`src/rtl/ptr_sync_status_block.sv`:
```
// Write-side read-pointer synchronizer for an asynchronous FIFO.
// Brings the Gray read pointer across and derives registered fill status.
module ptr_sync_status_block #(
    parameter int addr_size         = 3,
    parameter int sync_stages       = 2,
    parameter int almost_full_level = 2
) (
    input  logic                 write_clock_i,
    input  logic                 write_reset_i,
    input  logic [addr_size:0]   read_pointer_i,
    input  logic [addr_size:0]   write_pointer_bin_i,
    output logic [addr_size:0]   read_to_write_pointer_o,
    output logic [addr_size:0]   read_to_write_pointer_bin_o,
    output logic                 full_o,
    output logic                 almost_full_o,
    output logic [addr_size:0]   free_count_o,
    output logic                 pointer_update_o,
    output logic                 gray_error_o
);

    localparam int PW = addr_size + 1;
    localparam logic [PW-1:0] DEPTH  = {1'b1, {addr_size{1'b0}}};
    localparam logic [PW-1:0] LEVEL  = PW'(almost_full_level);
    localparam logic          AF_RST = (DEPTH <= LEVEL);

    logic [PW-1:0] sync_q [0:sync_stages-1];
    logic [PW-1:0] last;

    logic [PW-1:0] rbin_d, rbin_q;
    logic [PW-1:0] used_d;
    logic [PW-1:0] free_d, free_q;
    logic [PW-1:0] diff_d;
    logic [PW-1:0] prev_q;
    logic          full_d, full_q;
    logic          af_d, af_q;
    logic          upd_d, upd_q;
    logic          err_d, err_q;

    always_ff @(posedge write_clock_i or posedge write_reset_i) begin
        if (write_reset_i) begin
            for (int i = 0; i < sync_stages; i++) begin
                sync_q[i] <= '0;
            end
        end else begin
            sync_q[0] <= read_pointer_i;
            for (int i = 1; i < sync_stages; i++) begin
                sync_q[i] <= sync_q[i-1];
            end
        end
    end

    assign last = sync_q[sync_stages-1];

    // Each binary bit is the XOR of all Gray bits at or above it.
    always_comb begin
        rbin_d = '0;
        for (int i = 0; i < PW; i++) begin
            rbin_d[i] = ^(last >> i);
        end
    end

    always_comb begin
        used_d = write_pointer_bin_i - rbin_d;
        free_d = DEPTH - used_d;
        full_d = (write_pointer_bin_i[addr_size] != rbin_d[addr_size]) &&
                 (write_pointer_bin_i[addr_size-1:0] == rbin_d[addr_size-1:0]);
        af_d   = (free_d <= LEVEL);
        diff_d = last ^ prev_q;
        upd_d  = |diff_d;
        // More than one bit set means the clear-lowest-bit result is nonzero.
        err_d  = err_q | (|(diff_d & (diff_d - PW'(1)))) | (used_d > DEPTH);
    end

    always_ff @(posedge write_clock_i or posedge write_reset_i) begin
        if (write_reset_i) begin
            rbin_q <= '0;
            free_q <= DEPTH;
            full_q <= 1'b0;
            af_q   <= AF_RST;
            prev_q <= '0;
            upd_q  <= 1'b0;
            err_q  <= 1'b0;
        end else begin
            rbin_q <= rbin_d;
            free_q <= free_d;
            full_q <= full_d;
            af_q   <= af_d;
            prev_q <= last;
            upd_q  <= upd_d;
            err_q  <= err_d;
        end
    end

    assign read_to_write_pointer_o     = last;
    assign read_to_write_pointer_bin_o = rbin_q;
    assign free_count_o                = free_q;
    assign full_o                      = full_q;
    assign almost_full_o               = af_q;
    assign pointer_update_o            = upd_q;
    assign gray_error_o                = err_q;

endmodule
```
`config.mk`:
```
export PLATFORM = sky130hd
export DESIGN_NAME = ptr_sync_status_block
export DESIGN_NICKNAME = d
export VERILOG_FILES = /design/src/rtl/ptr_sync_status_block.sv
export SDC_FILE = /design/constraint.sdc
export NUM_CORES = 1
export LEC_CHECK = 0
export ABC_AREA = 1
export CAP_MARGIN = 25
export CORE_MARGIN = 4
export CORE_UTILIZATION = 46
export CTS_CLUSTER_SIZE = 16
export DETAILED_ROUTE_END_ITERATION = 8
export DONT_BUFFER_PORTS = 1
export HOLD_SLACK_MARGIN = 0.02
export SKIP_LAST_GASP = 1
export SLEW_MARGIN = 40
export SYNTH_ARGS = -nofsm -noshare
export SYNTH_HDL_FRONTEND = slang
export SYNTH_SLANG_ARGS = --single-unit
```
`constraint.sdc`:
```
create_clock -name write_clock_i -period 5.2 [get_ports write_clock_i]
set_input_delay 1.56 -clock write_clock_i [delete_from_list [all_inputs] [get_ports write_clock_i]]
set_output_delay 1.56 -clock write_clock_i [all_outputs]
set_load 0.05 [all_outputs]
```
# After elaboration in Yosys (flattened, before gate mapping)
# Index checks and enable logic that the tools add are counted.
# op_classes
n_bitwise,4
magnitude_cmp,2
n_eq_ne,2
n_reduce_logical,7
addsub,3
# op_table
cell,count
4-bit XOR reduction,4
4-bit OR reduction,2
4-bit AND,1
4-bit greater-than comparator (second input constant),1
4-bit by 2-bit less-or-equal comparator with 1-bit output (second input constant),1
4-bit by 1-bit subtractor with 4-bit output (second input constant),1
4-bit subtractor,1
4-bit subtractor (first input constant),1
4-bit XOR,1
3-bit == test,1
1-bit OR,2
1-bit logical AND,1
1-bit inequality test,1
# totals
register_bits,24
inputBits,10
out_inout_bits,16

# Longest topological paths before layout
# Gate-level depths: netlist of the first run.
# logic_depth
ltp_word,6
ltp_mapped,17

# Least setup slack after synthesis of the first run
# Ideal clock, no wire load.
# synth_path
path_kind,input -> register
from,input write_pointer_bin_i[1]
to,register af_q (netlist: almost_full_o)
slack_ns,2.396
cell_stages,10
t_arrival_ns,2.682
setup_time_ns,0.122
cell_sequence,inv_1 nand3_1 nand2_1 inv_1 ha_1 inv_1 ha_1 inv_1 o211ai_1 nor2_2
# synth_via
elab_chain_len,3
# synth_lines
element,line,source
from (decl),11,"input logic [addr_size:0] write_pointer_bin_i,"
4-bit subtractor,63,used_d = write_pointer_bin_i - rbin_d;
4-bit subtractor,64,free_d = DEPTH - used_d;
via free_d[1],31,"logic [PW-1:0] free_d, free_q;"
4-bit by 2-bit less-or-equal comparator with 1-bit output,67,af_d = (free_d <= LEVEL);
via af_d,35,"logic af_d, af_q;"
to (signal assigned),79,af_q <= AF_RST;
to (signal assigned),87,af_q <= af_d;
to (decl),35,
# The timed path passes the listed nets, and every way through them passes these cells.

# Final worst setup path of the first run
# layout_path
from,"register sync_q, in the netlist read_to_write_pointer_o[3]"
to,output read_to_write_pointer_o[3]
# layout_rtl
element,line,source
from (decl),26,logic [PW-1:0] sync_q [0:sync_stages-1];
"from (signal, indexed assignment)",47,sync_q[i] <= sync_q[i-1];
to (decl),12,"output logic [addr_size:0] read_to_write_pointer_o,"
# No word-level cell between the ends.

==> flow_summary.json, run 1 <==
{
  "max_freq_mhz": 376,
  "clock-root-buffer": "clkbuf_4",
  "drc_errors": 0,
  "ys_top_cells_by_area": "dfrtp_1 51%, inv_1 6.7%, ha_1 5.8%",
  "antenna_found_initial": 0,
  "fin_setup_tns_ns": 0,
  "synth_ff_type": "dfrtp_1",
  "startpoint_type": "flop",
  "peakVddDrop_uv": 202,
  "h-tree-depth": 1,
  "end_kind": "output pin",
  "die_w_um": 56.2,
  "antennaDiodeCount": 0,
  "grt_max_degree": 24,
  "worst_hold_slack_ns": 0.361,
  "relSlewSlack_pct": 55.6,
  "power_density_nw_per_um2": 392,
  "vias": 607,
  "clk_latency_ns": 0.31,
  "rsz0062_at_grt": "no",
  "coreArea_sq_um": 2210,
  "layout-drive-gt1-share_pct": 24.0,
  "start_util_pct": 48.4,
  "postCtsSetupBuffers": 0,
  "synth_edf_count": 0,
  "grt_usage_pct": 10.8,
  "final_cell_mix": "22 x dfrtp_1, 18 x inv_1, 13 x nand2_1, 6 x nand3_2",
  "worst_slew_pin_slew_ns": 0.666,
  "netlist_area_sq_um": 1070,
  "cap_violations": 0,
  "drt-pass1-iter-count": 3,
  "tritoncts": "built",
  "p_int_w": 0.000256,
  "place.gp.congestion": 0.670,
  "synth_largest_area_cell": "dfrtp_1",
  "grt_util_met1_pct": 15.6,
  "clock_skew_ns": 0.00484,
  "grt_pass1_vias": 588,
  "sw_frac_of_total_pct": 40.4,
  "grt_use_met3_pct": 3.94,
  "fin_crit_sh_pct": 51.2,
  "seqPwrFrac_pct": 63.5,
  "met2_usage_pct": 13.7,
  "synth_warnings": 0,
  "worstPathRequired_ns": 3.64,
  "vias_per_cell": 4.74,
  "num_rows": 17,
  "wl_per_cell_um": 11.8,
  "place_hpwl_um": 1200,
  "portBuffers": 0,
  "cts_sinks": 23,
  "drt_iter0_markers": 6,
  "finalSetupViolCount": 0,
  "period_minus_slack_ns": 2.66,
  "synthDominantCellAreaShare_pct": 51.5,
  "combPwrFrac_pct": 17.0,
  "fin_area_sq_um": 1100,
  "run_status": "finished clean",
  "cts_buffer_depth": 2,
  "crit_type": "reg2out",
  "cts_hold_buf": 0,
  "yosysSeqAreaShare_pct": 53.9,
  "die_h_um": 56.2,
  "wirelength_um": 1510,
  "final_common_cell": "dfrtp_1",
  "placed_cell_area_sq_um": 1070,
  "worst_ep_arrival_time_ns": 1.10,
  "p_leak_nw": 0.563,
  "ios": 26,
  "grt_pass1_wl_um": 2650,
  "netSwitchingPower_w": 0.000174,
  "hold_class": "reg2reg",
  "syn_inst": 101,
  "num-nets-final": 116,
  "postRouteAntennaNets": 0,
  "synth_cell_types": 21,
  "cts_resized": 0,
  "maxSlewViolCount": 0,
  "clkPwrFrac_pct": 19.5,
  "synth_area_per_cell_sq_um": 10.6,
  "synth_fp_nets": 116,
  "clk_pin_slew_ns": 0.13,
  "cts_buffers": 3,
  "crit_fanout": 7,
  "hold_violations": 0,
  "area_growth_pct": 2.57,
  "async_flop_share_pct": 100,
  "top_usage_layer": "met1",
  "grt-ovfl-total": 0,
  "die_area_sq_um": 3160,
  "ys_ff_latch": 23
}
cells in the mapped netlist, types with 2 or more instances:
master	number
inv_1	19
inv_2	2
dfrtp_1	22
nand3_1	4
nand2_2	5
ha_1	5
nand2_4	2
nor2_1	3
nand3_2	6
o211ai_1	2
nand2_1	13
xor2_1	5
buf_4	5
stage by stage:
stage / total power (W) / instances / setup slack (ns) / utilization, %
final: 0.000430 / 128 / 2.54 / 49.6
after global routing: 0.000457 / 128 / 2.28 / 49.6
after global placement: 0.000351 / 124 / 2.33 / 48.2
after CTS: 0.000438 / 128 / 2.51 / 49.6
after floorplan: 0.000341 / 101 / 2.40 / -
after detailed placement: 0.000352 / 124 / 2.30 / 48.2
worst paths after layout:
kind	startpoint	to	slack [ns]	depth (start not counted)
hold / removal	sync_q[4]	read_to_write_pointer_o[0]	0.36	0
setup / recovery	read_to_write_pointer_o[3]	read_to_write_pointer_o[3]	2.54	0
max in group asynchronous	write_reset_i	free_count_o[3]	3.74	1
min in group asynchronous	write_reset_i	read_to_write_pointer_o[0]	1.12	1
hold reg to reg	sync_q[4]	read_to_write_pointer_o[0]	0.36	0
setup reg to reg	read_to_write_pointer_o[3]	almost_full_o	2.57	13
routing by layer:
layer,wire (um),vias up
met5,0,-
met4,31,0
met3,124,2
met2,621,20
met1,729,274
li1,-,311
power groups by stage:
stage / sequential, W / clock, W / combinational, W
after global placement: 0.000278 / 0 / 0.0000733
after detailed placement: 0.000278 / 0 / 0.0000745
after CTS: 0.000274 / 0.0000894 / 0.0000747
after floorplan: 0.000268 / 0 / 0.0000730
final: 0.000273 / 0.0000840 / 0.0000729
after global routing: 0.000276 / 0.0000959 / 0.0000851
registers in the layout, summed over array words and instances, names as in the netlist:
name and count:
free_count_o 4, full_o 1, sync_q 4, almost_full_o 1
gray_error_o 1, prev_q 4, read_to_write_pointer_bin_o 3, read_to_write_pointer_o 4
pointer_update_o 1
logic make-up (layout without fill, tap and decap cells):
logic type | count (synthesis) | after routing | share of synthesized area, %
compound gates | 4 | 4 | 2.92
xor+xnor | 6 | 6 | 4.91
fa+ha+maj | 5 | 5 | 5.85
buf+inv | 26 | 25 | 10.9
flops | 23 | 23 | 53.9
simple gates | 37 | 37 | 21.5
final cells by class:
| cell class | instances | area, sq um |
|---|---|---|
| clock buffer | 3 | 22.5 |
| clock inverter | 1 | 7.51 |
| fill | 211 | 1110 |
| inverter | 21 | 78.8 |
| multi-input combinational | 52 | 377 |
| sequential | 23 | 577 |
| tap | 28 | 35.0 |
(Power assumes the default switching activity.)
==> run 2, diff against run 1 <==
==> constraint.sdc (replaced) <==
create_clock -name write_clock_i -period 2.18 [get_ports write_clock_i]
set_input_delay 0.654 -clock write_clock_i [delete_from_list [all_inputs] [get_ports write_clock_i]]
set_output_delay 0.654 -clock write_clock_i [all_outputs]
set_load 0.05 [all_outputs]
==> run 2 against run 1 <==
Global-route usage up 0.52 points; utilization rose by 6.8 points; sequential power up 130%; clock skew shrank 0.0020 ns; worst hold slack got worse by 0.11 ns; final cell count up 9.4%; routed wire length increased by 14%; register-to-register slack worse by 2.5 ns; non-clock buffer count increased by 12; critical endpoint is now almost_full_o.
==> flow_summary.json, run 2 (same netlist as run 1, synthesis figures left out) <==
{
  "ios": 26,
  "rsz0062_at_grt": "yes",
  "grt_usage_pct": 11.4,
  "fin_crit_sh_pct": 97.1,
  "max_freq_mhz": 472,
  "worst_slew_pin_slew_ns": 0.542,
  "period_minus_slack_ns": 2.12,
  "vias": 670,
  "maxSlewViolCount": 0,
  "crit_type": "reg2reg",
  "die_area_sq_um": 3160,
  "area_growth_pct": 16.6,
  "placed_cell_area_sq_um": 1120,
  "drt-pass1-iter-count": 3,
  "clock-root-buffer": "clkbuf_4",
  "vias_per_cell": 4.79,
  "run_status": "finished clean",
  "tritoncts": "built",
  "startpoint_type": "flop",
  "h-tree-depth": 1,
  "num_rows": 17,
  "place_hpwl_um": 1380,
  "drt_iter0_markers": 4,
  "worstPathRequired_ns": 2.40,
  "hold_violations": 0,
  "coreArea_sq_um": 2210,
  "clk_latency_ns": 0.31,
  "crit_fanout": 4,
  "final_common_cell": "dfrtp_1",
  "antenna_found_initial": 0,
  "grt-ovfl-total": 0,
  "utilization_pct": 56.4,
  "place.gp.congestion": 0.756,
  "drc_errors": 0,
  "postRouteAntennaNets": 0,
  "start_util_pct": 48.4,
  "grt_pass1_vias": 660,
  "peakVddDrop_uv": 596,
  "antennaDiodeCount": 0,
  "portBuffers": 0,
  "final_cell_mix": "21 x dfrtp_1, 15 x inv_1, 12 x buf_4, 10 x nand2_1, 7 x nand2_2",
  "r2r_cells": 14,
  "grt_max_degree": 16,
  "cts_hold_buf": 0,
  "layout-drive-gt1-share_pct": 42.0,
  "cts_buffer_depth": 2,
  "rrSetupSlack_ns": 0.06,
  "die_h_um": 56.2,
  "worst_ep_arrival_time_ns": 2.33,
  "clk_pin_slew_ns": 0.12,
  "num-nets-final": 128,
  "cts_sinks": 23,
  "power_density_nw_per_um2": 871,
  "p_leak_nw": 0.629,
  "clock_skew_ns": 0.00287,
  "relSlewSlack_pct": 63.8,
  "finalSetupViolCount": 0,
  "end_kind": "flop",
  "hold_class": "in2async",
  "grt_pass1_wl_um": 2740,
  "cap_violations": 0,
  "fin_area_sq_um": 1250,
  "die_w_um": 56.2,
  "wirelength_um": 1710,
  "wl_per_cell_um": 12.2,
  "cts_buffers": 3
}
-- run 2: area by class of cell --
type                            count  area (sq um)
Multi-Input combinational cell     52           433
Timing Repair Buffer               12          90.1
Clock buffer                        3          22.5
Fill cell                         203           965
Sequential cell                    23           578
Inverter                           21          81.3
Tap cell                           28          35.0
Clock inverter                      1          7.51
-- run 2: timing repair --
action	in CTS	in global routing
setup buffers	3	2
gates resized for setup	6	9
pin swaps	1	8
gates cloned	0	0
hold endpoints to repair	0	0
setup endpoints to repair	2	3
-- run 2: metrics by stage --
step / power, W / instances / hold WS [ns] / TNS [ns] / worst slack, ns
global placement: 0.000850 / 131 / 0.333 / 0 / 0.0366
detailed placement: 0.000857 / 131 / 0.336 / -0.0401 / -0.0304
global route: 0.00115 / 140 / 0.274 / -0.0523 / -0.0523
finish: 0.00109 / 140 / 0.251 / 0 / 0.0635
floorplan: 0.000813 / 101 / 0.331 / 0 / 0.0809
CTS: 0.00109 / 138 / 0.272 / 0 / 0.00497
-- run 2: power by group --
part | switching, W | internal [W]
logic | 0.000149 | 0.000103
registers | 0.000158 | 0.000478
clock network | 0.000129 | 0.0000701
total | 0.000436 | 0.000651
-- run 2: path summary, 6_finish.rpt --
| check | start | to |
|---|---|---|
| hold / removal | write_reset_i | sync_q[7] |
| setup reg to reg | read_to_write_pointer_o[3] | almost_full_o |
| hold reg to reg | sync_q[6] | read_to_write_pointer_o[2] |
| setup / recovery | read_to_write_pointer_o[3] | almost_full_o |
| max in group asynchronous | write_reset_i | read_to_write_pointer_o[3] |
| min in group write_clock_i | read_pointer_i[0] | sync_q[4] |
-- run 2: per-layer routing --
layer,part of all wire [%],global-route usage (%)
met2,46,17.9
met5,0,0
met4,2.3,6.10
met1,45,14.1
met3,6.2,3.02
-- run 2: worst max-delay path: stages, from the launching register on --
cell and delay [ns]:
dfrtp_2 0.46, inv_2 0.08, nand2_2 0.06, nand3b_4 0.09, nand2_4 0.06, xor2_2 0.14, inv_1 0.08, ha_2 0.17
inv_2 0.05, ha_4 0.28, inv_4 0.04, ha_4 0.25, inv_2 0.03, o211ai_1 0.19, nor2_2 0.04
